File: config.mk
export PLATFORM = sky130hd
export DESIGN_NAME = axi_stream_pkt_arb_flat
export DESIGN_NICKNAME = d
export VERILOG_FILES = /design/src/rtl/axi_stream_pkt_arb_if.sv /design/src/rtl/axi_stream_pkt_arb.sv /design/src/flat_wrapper.sv
export SDC_FILE = /design/constraint.sdc
export NUM_CORES = 1
export LEC_CHECK = 0
export BUFFER_PORTS_ARGS = -buffer_cell sky130_fd_sc_hd__buf_2
export CELL_PAD_IN_SITES_DETAIL_PLACEMENT = 1
export CELL_PAD_IN_SITES_GLOBAL_PLACEMENT = 1
export CORE_AREA = 4 4 158 160
export CTS_BUF_LIST = sky130_fd_sc_hd__clkbuf_4
export DETAILED_ROUTE_END_ITERATION = 10
export DIE_AREA = 0 0 162 164
export GPL_TIMING_DRIVEN = 0
export PLACE_DENSITY = 0.67
export REMOVE_ABC_BUFFERS = 1
export SLEW_MARGIN = 0
export SYNTH_ARGS = -nofsm -noshare
export SYNTH_HDL_FRONTEND = slang
export SYNTH_SLANG_ARGS = --single-unit
File: constraint.sdc
create_clock -name i_clk -period 3.4 [get_ports i_clk]
set_clock_uncertainty 0.1 [all_clocks]
set_input_delay 0.34 -clock i_clk [delete_from_list [all_inputs] [get_ports i_clk]]
set_output_delay 0.34 -clock i_clk [all_outputs]
set_load 0.1 [all_outputs]
File: src/rtl/axi_stream_pkt_arb_if.sv
// ---------------------------------------------------------------------------
// if_axi_stream
// Bundles one AXI-stream style beat channel: valid/ready handshake plus the
// data, control sideband, byte-modulo and packet framing fields.
//
// Parameters
//   DAT_BITS - data width per beat
//   MOD_BITS - width of the byte-modulo field
//   CTL_BITS - width of the sideband control field
//
// Modports
//   slave  - the side that sources beats (drives val/dat/ctl/mod/sop/eop/err,
//            obeys rdy); the packet arbiter's merged output uses this one
//   master - the downstream sink (observes the beat fields, drives rdy)
// ---------------------------------------------------------------------------
interface if_axi_stream #(
    parameter int DAT_BITS = 64,
    parameter int MOD_BITS = 3,
    parameter int CTL_BITS = 8
) ();

    logic                val;
    logic                rdy;
    logic [DAT_BITS-1:0] dat;
    logic [CTL_BITS-1:0] ctl;
    logic [MOD_BITS-1:0] mod;
    logic                sop;
    logic                eop;
    logic                err;

    modport slave (
        output val, dat, ctl, mod, sop, eop, err,
        input  rdy
    );

    modport master (
        input  val, dat, ctl, mod, sop, eop, err,
        output rdy
    );

endinterface

File: src/rtl/axi_stream_pkt_arb.sv
// ---------------------------------------------------------------------------
// axi_stream_pkt_arb
// Round-robin packet arbiter merging NUM_IN beat streams onto one output.
// Once a multi-beat packet wins, the output stays locked to that requester
// until its eop beat transfers, so packets are never interleaved. The
// datapath is a pure combinational mux (zero latency); only the arbitration
// state (IDLE/LOCKED, rr_ptr, lock_idx) is registered.
//
// Parameters
//   NUM_IN   - number of requester streams (2..16)
//   DAT_BITS - data width per beat
//   MOD_BITS - width of the byte-modulo field
//   CTL_BITS - width of the sideband control field
//
// Ports
//   i_clk    - clock, all state changes on its rising edge
//   i_rst    - synchronous active-high reset
//   i_val    - per-requester beat valid
//   o_rdy_in - per-requester ready (output ready routed to the granted one)
//   i_dat    - requester k data at [k*DAT_BITS +: DAT_BITS]
//   i_ctl    - requester k control at [k*CTL_BITS +: CTL_BITS]
//   i_mod    - requester k modulo at [k*MOD_BITS +: MOD_BITS]
//   i_sop    - per-requester start-of-packet
//   i_eop    - per-requester end-of-packet
//   i_err    - per-requester error flag
//   o_axi    - merged output stream
//   o_grant  - one-hot selected requester, zero when none
//   o_lock   - high while a multi-beat packet owns the output
// ---------------------------------------------------------------------------
module axi_stream_pkt_arb #(
    parameter int NUM_IN   = 4,
    parameter int DAT_BITS = 64,
    parameter int MOD_BITS = $clog2(DAT_BITS / 8),
    parameter int CTL_BITS = 8
) (
    input  logic                         i_clk,
    input  logic                         i_rst,
    input  logic [NUM_IN-1:0]            i_val,
    output logic [NUM_IN-1:0]            o_rdy_in,
    input  logic [NUM_IN*DAT_BITS-1:0]   i_dat,
    input  logic [NUM_IN*CTL_BITS-1:0]   i_ctl,
    input  logic [NUM_IN*MOD_BITS-1:0]   i_mod,
    input  logic [NUM_IN-1:0]            i_sop,
    input  logic [NUM_IN-1:0]            i_eop,
    input  logic [NUM_IN-1:0]            i_err,
    if_axi_stream.slave                  o_axi,
    output logic [NUM_IN-1:0]            o_grant,
    output logic                         o_lock
);

    typedef enum logic {
        ST_IDLE,
        ST_LOCKED
    } state_t;

    state_t              state_q, state_d;
    logic [3:0]          rr_ptr_q, rr_ptr_d;
    logic [3:0]          lock_idx_q, lock_idx_d;

    logic [NUM_IN-1:0]   grant;
    logic [3:0]          gnt_idx;
    logic                beaten;

    logic                sel_val;
    logic [DAT_BITS-1:0] sel_dat;
    logic [CTL_BITS-1:0] sel_ctl;
    logic [MOD_BITS-1:0] sel_mod;
    logic                sel_sop;
    logic                sel_eop;
    logic                sel_err;
    logic                xfer;

    // Distance of requester k from the round-robin pointer, walking upward
    // with wrap; the smallest distance among valid requesters wins.
    function automatic int rr_dist(input int k, input logic [3:0] ptr);
        int d;
        d = k - int'(ptr);
        if (d < 0) begin
            d = d + NUM_IN;
        end
        return d;
    endfunction

    function automatic logic [3:0] next_idx(input logic [3:0] idx);
        return (idx >= 4'(NUM_IN - 1)) ? 4'd0 : idx + 4'd1;
    endfunction

    // Grant selection. Each requester is granted when it is valid and no
    // other valid requester sits closer to rr_ptr, giving a one-hot result
    // without any variable indexing. Reset forces the grant to zero, which
    // in turn zeroes o_axi.val and o_rdy_in.
    always_comb begin
        grant  = '0;
        beaten = 1'b0;
        if (state_q == ST_LOCKED) begin
            for (int k = 0; k < NUM_IN; k++) begin
                grant[k] = (lock_idx_q == 4'(k));
            end
        end else begin
            for (int k = 0; k < NUM_IN; k++) begin
                beaten = 1'b0;
                for (int j = 0; j < NUM_IN; j++) begin
                    if ((j != k) && i_val[j] && (rr_dist(j, rr_ptr_q) < rr_dist(k, rr_ptr_q))) begin
                        beaten = 1'b1;
                    end
                end
                grant[k] = i_val[k] && !beaten;
            end
        end
        if (i_rst) begin
            grant = '0;
        end
    end

    // Zero-latency field mux driven by the one-hot grant.
    always_comb begin
        gnt_idx = 4'd0;
        sel_dat = '0;
        sel_ctl = '0;
        sel_mod = '0;
        sel_sop = 1'b0;
        sel_eop = 1'b0;
        sel_err = 1'b0;
        for (int k = 0; k < NUM_IN; k++) begin
            if (grant[k]) begin
                gnt_idx = 4'(k);
                sel_dat = i_dat[k*DAT_BITS +: DAT_BITS];
                sel_ctl = i_ctl[k*CTL_BITS +: CTL_BITS];
                sel_mod = i_mod[k*MOD_BITS +: MOD_BITS];
                sel_sop = i_sop[k];
                sel_eop = i_eop[k];
                sel_err = i_err[k];
            end
        end
    end

    assign sel_val   = |(grant & i_val);
    assign xfer      = sel_val && o_axi.rdy;

    assign o_axi.val = sel_val;
    assign o_axi.dat = sel_dat;
    assign o_axi.ctl = sel_ctl;
    assign o_axi.mod = sel_mod;
    assign o_axi.sop = sel_sop;
    assign o_axi.eop = sel_eop;
    assign o_axi.err = sel_err;

    assign o_rdy_in  = grant & {NUM_IN{o_axi.rdy}};
    assign o_grant   = grant;
    assign o_lock    = (state_q == ST_LOCKED) && !i_rst;

    // Only a completed transfer commits arbitration state: a non-eop beat
    // in IDLE locks onto its owner, an eop beat releases and advances rr_ptr
    // past the requester that just finished.
    always_comb begin
        state_d    = state_q;
        rr_ptr_d   = rr_ptr_q;
        lock_idx_d = lock_idx_q;
        case (state_q)
            ST_IDLE: begin
                if (xfer) begin
                    if (sel_eop) begin
                        rr_ptr_d = next_idx(gnt_idx);
                    end else begin
                        state_d    = ST_LOCKED;
                        lock_idx_d = gnt_idx;
                    end
                end
            end
            ST_LOCKED: begin
                if (xfer && sel_eop) begin
                    state_d  = ST_IDLE;
                    rr_ptr_d = next_idx(lock_idx_q);
                end
            end
            default: begin
                state_d = ST_IDLE;
            end
        endcase
    end

    always_ff @(posedge i_clk) begin
        if (i_rst) begin
            state_q    <= ST_IDLE;
            rr_ptr_q   <= 4'd0;
            lock_idx_q <= 4'd0;
        end else begin
            state_q    <= state_d;
            rr_ptr_q   <= rr_ptr_d;
            lock_idx_q <= lock_idx_d;
        end
    end

endmodule

File: src/flat_wrapper.sv
// flat-port wrapper written by rule: the top's interface ports become plain ports
module axi_stream_pkt_arb_flat 
#(
    parameter int NUM_IN   = 4,
    parameter int DAT_BITS = 64,
    parameter int MOD_BITS = $clog2(DAT_BITS / 8),
    parameter int CTL_BITS = 8
)
  (i_clk, i_rst, i_val, o_rdy_in, i_dat, i_ctl, i_mod, i_sop, i_eop, i_err, o_grant, o_lock, o_axi_val, o_axi_dat, o_axi_ctl, o_axi_mod, o_axi_sop, o_axi_eop, o_axi_err, o_axi_rdy);
  if_axi_stream #(.DAT_BITS(DAT_BITS), .MOD_BITS(MOD_BITS), .CTL_BITS(CTL_BITS)) o_axi_i ();
  input  logic i_clk;
  input  logic i_rst;
  input  logic [NUM_IN-1:0] i_val;
  output logic [NUM_IN-1:0] o_rdy_in;
  input  logic [NUM_IN*DAT_BITS-1:0] i_dat;
  input  logic [NUM_IN*CTL_BITS-1:0] i_ctl;
  input  logic [NUM_IN*MOD_BITS-1:0] i_mod;
  input  logic [NUM_IN-1:0] i_sop;
  input  logic [NUM_IN-1:0] i_eop;
  input  logic [NUM_IN-1:0] i_err;
  output logic [NUM_IN-1:0] o_grant;
  output logic o_lock;
  output wire logic [$bits(o_axi_i.val)-1:0] o_axi_val;
  output wire logic [$bits(o_axi_i.dat)-1:0] o_axi_dat;
  output wire logic [$bits(o_axi_i.ctl)-1:0] o_axi_ctl;
  output wire logic [$bits(o_axi_i.mod)-1:0] o_axi_mod;
  output wire logic [$bits(o_axi_i.sop)-1:0] o_axi_sop;
  output wire logic [$bits(o_axi_i.eop)-1:0] o_axi_eop;
  output wire logic [$bits(o_axi_i.err)-1:0] o_axi_err;
  input wire logic [$bits(o_axi_i.rdy)-1:0] o_axi_rdy;
  assign o_axi_val = o_axi_i.val;
  assign o_axi_dat = o_axi_i.dat;
  assign o_axi_ctl = o_axi_i.ctl;
  assign o_axi_mod = o_axi_i.mod;
  assign o_axi_sop = o_axi_i.sop;
  assign o_axi_eop = o_axi_i.eop;
  assign o_axi_err = o_axi_i.err;
  assign o_axi_i.rdy = o_axi_rdy;
  axi_stream_pkt_arb #(.NUM_IN(NUM_IN), .DAT_BITS(DAT_BITS), .MOD_BITS(MOD_BITS), .CTL_BITS(CTL_BITS)) u_core (.i_clk(i_clk), .i_rst(i_rst), .i_val(i_val), .o_rdy_in(o_rdy_in), .i_dat(i_dat), .i_ctl(i_ctl), .i_mod(i_mod), .i_sop(i_sop), .i_eop(i_eop), .i_err(i_err), .o_axi(o_axi_i), .o_grant(o_grant), .o_lock(o_lock));
endmodule
==> flow_summary.yaml, run 1 <==
outcome:
  status: "finished with violations"
  violations: "setup timing"
sta:
  setup_ws_ns: -0.106
  finalCriticalPeriod_ns: 3.51
  finalSetupViolCount: 68
  max_slew_margin: 0.544
  whs_ns: 0.445
  drv_slew: 0
  worst_pin_slew_ns: 0.684
  rsz0062_at_grt: "true"
  hold_viol: 0
  fmax_mhz: 285
  finalCritPeriodShare: 1.03
die:
  die_width_um: 162
  core_mm2: 0.0234
  start_util: 0.119
  row_count: 56
  dieArea_mm2: 0.0266
  pin_count: 407
  die_h_um: 164
critical_path:
  slowest_delay_ns: 0.45
  crit_fanout: 7
  endpoint_kind: "primary output"
  cp_cell_sequence: "inv_6 -> ha_4 -> inv_4 -> ha_4 -> xor3_2 -> a221oi_4 -> a22o_1 -> nand2_2 -> nor2_4 -> buf_12 -> buf_12 -> a221o_1 -> buf_12"
  crit_slowest_cell: "xor3_2"
  cp_common_cell: "buf_12"
  critPathRequiredTime_ns: 2.96
  cp.arrival_ns: 3.07
  crit_family: "compound AO/OA/AOI/OAI gates"
  path_buf_inv: 5
  startpoint_type: "flop"
  path_class: "reg2out"
global_route:
  grt_max_degree: 82
  antenna_found_initial: 0
  grtUsageTotal: 0.168
  overflow: 0
  grt.met2_usage: 0.308
  grt_use_met3: 0.0409
  grt_use_met1: 0.195
  grt_pass1_vias: 5983
  grt_pass1_wl_um: 34800
  grt.busiest_layer: "met2"
logic_synthesis:
  yosys_warnings: 0
  synth_top_family_by_area: "compound AO/OA/AOI/OAI gates"
  synth-seq-cells: 5
  yosysMostFrequentCell: "nand2_1"
  synth_top_area_share: 0.277
  synth_adder_area_share: 0.0541
  yosys-top-cells-area: "a221o_1, a21oi_1, nand3_1"
  dominantRegCellSynth: "dfxtp_1"
  synth-edff-count: 0
  netlist_top_cells_count: "nand2_1, a21oi_1, a221o_1, nand3_1, clkbuf_1"
  yosys.area_share.xor_xnor: 0.00901
  synth_compound_area_frac: 0.485
  netlist_area_mm2: 0.00278
  yosysUniqueCellTypes: 37
  synth_top_area_cell: "a221o_1"
  muxShareOfSynthArea: 0.0149
  yosys.area_share.simple: 0.309
  yosysSeqAreaShare: 0.0360
  synthArstFlopShare: 0
  synth_cells: 450
  avgSynthCellArea_um2: 6.17
placement:
  io_buffers: 406
  place_area_mm2: 0.00517
  gp_congestion: 0.772
  place_hpwl_um: 15900
  placed_cells: 1130
routing:
  vias: 5599
  ant_nets: 0
  drt-initial-drc-count: 304
  routed_via_density: 4.78
  finalWirelength_um: 26300
  drc: 0
  post_drt_wl_per_cell_um: 22.4
  first_pass_iters: 5
clocking:
  cts-root-buf: "clkbuf_4"
  clock_sinks: 5
  path_clk_slew_ns: 0.04
  cts_tree: "built"
  cts.htree.levels: 1
  cts_buffer_depth: 2
  holdBufCountCts: 0
  cts_made_buffers: 3
  insertion_delay_ns: 0.24
power:
  peakVddDrop_v: 0.000214
  finalPower_mw: 2.85
  cellPowerDensity_mw_per_mm2: 405
  p_leak_nw: 3.17
layout:
  final_cell_count_no_fill: 1172
  area_delta_synth_final_pct: 153
  final.fill_count: 2883
  nets: 1185
  drive_gt1_frac: 0.576
  finalInstanceArea_mm2: 0.00704
  antenna_cells: 0
hold_path:
  min_path_type: "reg2reg"
flow_run:
  cap_violations: 0
## layout make-up
type / count / area [um2] / share of cell area
Tap cell: 319 / 399 / 0.0567
Multi-Input combinational cell: 388 / 2710 / 0.385
Inverter: 12 / 78.8 / 0.0112
Timing Repair Buffer: 443 / 3690 / 0.525
Timing Repair inverter: 1 / 16.3 / 0.00231
Sequential cell: 5 / 108 / 0.0153
Clock buffer: 4 / 30.0 / 0.00427
## state kept, by name (all words and copies together), names as in the netlist
register	flops
u_core.state_q	1
u_core.rr_ptr_q	2
u_core.lock_idx_q	2
## tightest hold or removal path: stages (launching register included)
cell and delay [ns]:
dfxtp_1 0.35, nand2_1 0.08, mux2i_1 0.06
## cell families (layout without fill, tap and decap cells)
group / count (synthesis) / count (layout)
AO/OA/AOI/OAI: 176 / 183
flip-flops: 5 / 5
adder cells (fa/ha/maj): 12 / 12
buffers and inverters: 64 / 460
AND/OR/NAND/NOR: 188 / 188
XOR/XNOR: 1 / 1
multiplexers: 4 / 4
## stage by stage
step | utilization | setup TNS, ns | worst slack [ns]
after detailed placement | 0.221 | -66.17 | -0.937
final | 0.301 | -2.34 | -0.106
after CTS | 0.276 | -0.543 | -0.0546
after floorplan | - | -550.07 | -6.69
after global routing | 0.301 | -10.73 | -0.213
after global placement | 0.214 | -690.53 | -8.62
## report_power, final
part	switching (mW)	internal [mW]
registers	0.0125	0.0629
logic	1.72	0.975
clock network	0.0253	0.0524
## per-layer routing
layer	part of all wire	vias up	wire (um)
li1	-	2566	-
met4	0.028	0	731
met1	0.37	2643	9740
met3	0.090	59	2380
met5	0	-	0
met2	0.51	331	13400
## final timing paths
path                                            from                   end  slack, ns  cells after the start
worst min-delay path            u_core.lock_idx_q[0]  u_core.lock_idx_q[0]       0.44                      2
worst max-delay path              u_core.rr_ptr_q[1]          o_axi_mod[0]      -0.11                     13
worst max register to register    u_core.rr_ptr_q[1]  u_core.lock_idx_q[1]       0.17                     13
worst min register to register  u_core.lock_idx_q[0]  u_core.lock_idx_q[0]       0.44                      2
## what timing repair did
item | CTS | global route
setup buffers | 18 | 7
endpoints found under the setup margin | 80 | 79
pin swaps | 18 | 18
gates cloned | 10 | 4
resized for setup | 252 | 106
## cell usage in the layout, fill, tap and decap left out, drive strengths merged, types with 2 or more instances in the layout
master   Yosys  layout
nand2       88      88
a211oi       2       2
a21o         3       9
and2         4       4
nor2b        4       4
a21oi       81      81
clkbuf      38       9
a22o         2       2
o2111ai      3       4
nand3       77      77
and3         2       2
inv         12      13
mux2i        3       3
nand2b       5       5
nor2         4       4
ha          12      12
buf         14     438
dfxtp        5       5
a221o       77      77
Note: power is estimated with default switching activity, not from simulation.
==> run 2: changes to the inputs <==
--- a/config.mk
+++ b/config.mk
@@ -5,15 +5,16 @@
 export SDC_FILE = /design/constraint.sdc
 export NUM_CORES = 1
 export LEC_CHECK = 0
+export ABC_AREA = 1
 export BUFFER_PORTS_ARGS = -buffer_cell sky130_fd_sc_hd__buf_2
 export CELL_PAD_IN_SITES_DETAIL_PLACEMENT = 1
 export CELL_PAD_IN_SITES_GLOBAL_PLACEMENT = 1
-export CORE_AREA = 4 4 158 160
+export CORE_AREA = 4 4 156 158
 export CTS_BUF_LIST = sky130_fd_sc_hd__clkbuf_4
 export DETAILED_ROUTE_END_ITERATION = 10
-export DIE_AREA = 0 0 162 164
+export DIE_AREA = 0 0 160 162
 export GPL_TIMING_DRIVEN = 0
-export PLACE_DENSITY = 0.67
+export PLACE_DENSITY = 0.74
 export REMOVE_ABC_BUFFERS = 1
 export SLEW_MARGIN = 0
 export SYNTH_ARGS = -nofsm -noshare
==> run 2 against run 1 <==
Against the previous run:
- the flow now finishes without violations
- register-to-register slack improved by 0.41 ns
- power decreased by 28%
- highest routed layer unchanged
- utilization decreased by 1.5 points
- first-iteration DRC count increased by 12%
- cell count increased by 14%
- combinational power decreased by 29%
- fmax increased by 6.9%
==> flow_summary.yaml, run 2 <==
outcome:
  status: "complete, no violations"
die:
  pin_count: 407
  dieArea_mm2: 0.0259
  start_util: 0.138
  die_width_um: 160
  row_count: 56
  die_h_um: 162
  core_mm2: 0.0231
global_route:
  grt_max_degree: 80
  antenna_found_initial: 0
  grt_pass1_vias: 6229
  overflow: 0
  grt_pass1_wl_um: 35600
  grtUsageTotal: 0.170
logic_synthesis:
  yosysUniqueCellTypes: 26
  yosys_warnings: 0
  synth_top_area_cell: "a21oi_1"
  synth-edff-count: 0
  dominantRegCellSynth: "dfxtp_1"
  avgSynthCellArea_um2: 4.90
  synth_cells: 653
  netlist_top_cells_count: "nand2_1, a21oi_1, nand3_1"
  synthArstFlopShare: 0
  synth_top_area_share: 0.242
  synth-seq-cells: 5
  yosys-top-cells-area: "a21oi_1, nand2_1, nand3_1"
  netlist_area_mm2: 0.00320
  yosysSeqAreaShare: 0.0313
  yosysMostFrequentCell: "nand2_1"
routing:
  first_pass_iters: 4
  ant_nets: 0
  vias: 6337
  post_drt_wl_per_cell_um: 19.8
  routed_via_density: 4.76
  drt-initial-drc-count: 340
  finalWirelength_um: 26400
  drc: 0
layout:
  drive_gt1_frac: 0.475
  final_common_cell: "buf_2"
  final.fill_count: 3097
  nets: 1374
  antenna_cells: 0
  seq_area_um2: 105
  multi_input_area_mm2: 0.00321
  reg_top3: "u_core.lock_idx_q: 2 flops, u_core.rr_ptr_q: 2 flops, u_core.state_q: 1 flops"
  finalInstanceArea_mm2: 0.00660
  layout.cells.most_common_list: "buf_2, nand2_1, a21oi_1"
  area_delta_synth_final_pct: 106
critical_path:
  crit_fanout: 17
  slowest_delay_ns: 0.37
  r2r_cells: 20
  worst-path-stages: 16
  crit_slowest_cell: "dfxtp_4"
  crit_family: "buffers and inverters"
  cp.arrival_ns: 2.84
  path_class: "reg2out"
  critPathRequiredTime_ns: 2.96
  startpoint_type: "flop"
  path_buf_inv: 5
  endpoint_kind: "primary output"
  cp_cell_sequence: "inv_1 -> ha_1 -> inv_1 -> ha_2 -> inv_1 -> nand2_1 -> nand3_2 -> nand2_1 -> nand2_1 -> nand2_4 -> nand2_8 -> buf_12 -> a21oi_1 -> a21oi_1 -> o21ai_0 -> clkbuf_8"
sta:
  hold_viol: 0
  setup_ws_ns: 0.119
  worst_pin_slew_ns: 0.946
  finalSetupViolCount: 0
  max_slew_margin: 0.369
  drv_slew: 0
  tns_ns: 0
  finalCriticalPeriod_ns: 3.28
  fmax_mhz: 305
  rsz0062_at_grt: "true"
  finalCritPeriodShare: 0.965
placement:
  place_area_mm2: 0.00545
  gp_congestion: 0.797
  dp_slack_ns: -0.697
  place_hpwl_um: 16500
  io_buffers: 406
power:
  clockPowerShare: 0.039
  p_leak_nw: 3.11
  p_switching_mw: 1.43
  p_comb_frac: 0.928
  peakVddDrop_v: 0.000130
  swShare: 0.693
  cellPowerDensity_mw_per_mm2: 312
  seqPwrFrac: 0.032
  p_int_uw: 631
flow_run:
  cap_violations: 0
clocking:
  cts_tree: "built"
  cts.htree.levels: 1
  cts_made_buffers: 3
  holdBufCountCts: 0
  path_clk_slew_ns: 0.04
  insertion_delay_ns: 0.25
  cts_buffer_depth: 2
  cts-root-buf: "clkbuf_4"
  clock_sinks: 5
hold_path:
  min_path_type: "in2reg"
  hold_depth: 4
==> run 2: cell count changes after synthesis, sizes merged, moves of 17 or more <==
cell,change
nor2,+20
a21oi,+75
nand2,+112
a221o,-77
buf,+24
clkbuf,-17
o21ai,+81
==> run 2: worst reg2reg max path, stage by stage, from the launching register on <==
cell,delay [ns]
dfxtp_4,0.37
inv_1,0.08
ha_1,0.22
inv_1,0.08
ha_2,0.19
inv_1,0.05
nand2_1,0.06
nand3_2,0.11
nand2_1,0.08
nand2_1,0.08
nand2_4,0.18
nand2_8,0.14
buf_16,0.27
nand2_1,0.11
nand2_1,0.05
nand2_1,0.13
nand2_4,0.09
nor2_4,0.16
nand2_1,0.07
nand2_1,0.06
nor2_1,0.04
==> run 2: kinds of logic after synthesis <==
logic type | count (synthesis) | synth area share
adder cells (fa/ha/maj) | 12 | 0.0469
AO/OA/AOI/OAI | 240 | 0.380
AND/OR/NAND/NOR | 313 | 0.416
flip-flops | 5 | 0.0313
buffers and inverters | 83 | 0.126
==> run 2: area by class of cell <==
class | instances | area share
multi-input combinational | 585 | 0.487
timing repair buffer | 424 | 0.423
tap | 290 | 0.0550
sequential | 5 | 0.0159
inverter | 24 | 0.0148
clock buffer | 4 | 0.00455
==> run 2: metal layers <==
layer  GRT usage  wire length, um
met5           0                0
met4      0.0383              411
met3      0.0373             1980
met2       0.318            13600
met1       0.198            10400
==> run 2: final timing paths <==
check                  startpoint                    to  slack [ns]
max reg2reg    u_core.rr_ptr_q[0]  u_core.lock_idx_q[0]        0.58
min reg2reg  u_core.lock_idx_q[1]  u_core.lock_idx_q[1]        0.43
max            u_core.rr_ptr_q[0]         o_axi_dat[45]        0.12
min                         i_rst  u_core.lock_idx_q[1]        0.39
==> run 2: through the flow <==
stage / hold slack [ns] / cells / power (mW) / utilization
finish: 0.393 / 1332 / 2.06 / 0.285
detailed placement: 0.427 / 1296 / 1.67 / 0.236
global route: 0.420 / 1332 / 2.14 / 0.285
global placement: 0.425 / 1290 / 1.65 / 0.228
CTS: 0.378 / 1319 / 1.95 / 0.263
floorplan: 0.397 / 594 / 1.25 / -
==> run 2: power groups by stage <==
stage | Combinational, mW | Sequential (mW) | Clock (mW)
detailed placement | 1.60 | 0.0681 | 0
global placement | 1.58 | 0.0679 | 0
CTS | 1.80 | 0.0672 | 0.0822
finish | 1.91 | 0.0668 | 0.0805
global route | 1.99 | 0.0674 | 0.0849
floorplan | 1.18 | 0.0668 | 0
==> run 2: what timing repair did <==
action	4_1_cts	5_1_grt
resized for setup	137	106
setup endpoints to repair	84	81
setup buffers	5	2
pin swaps	9	12
cloned	14	11
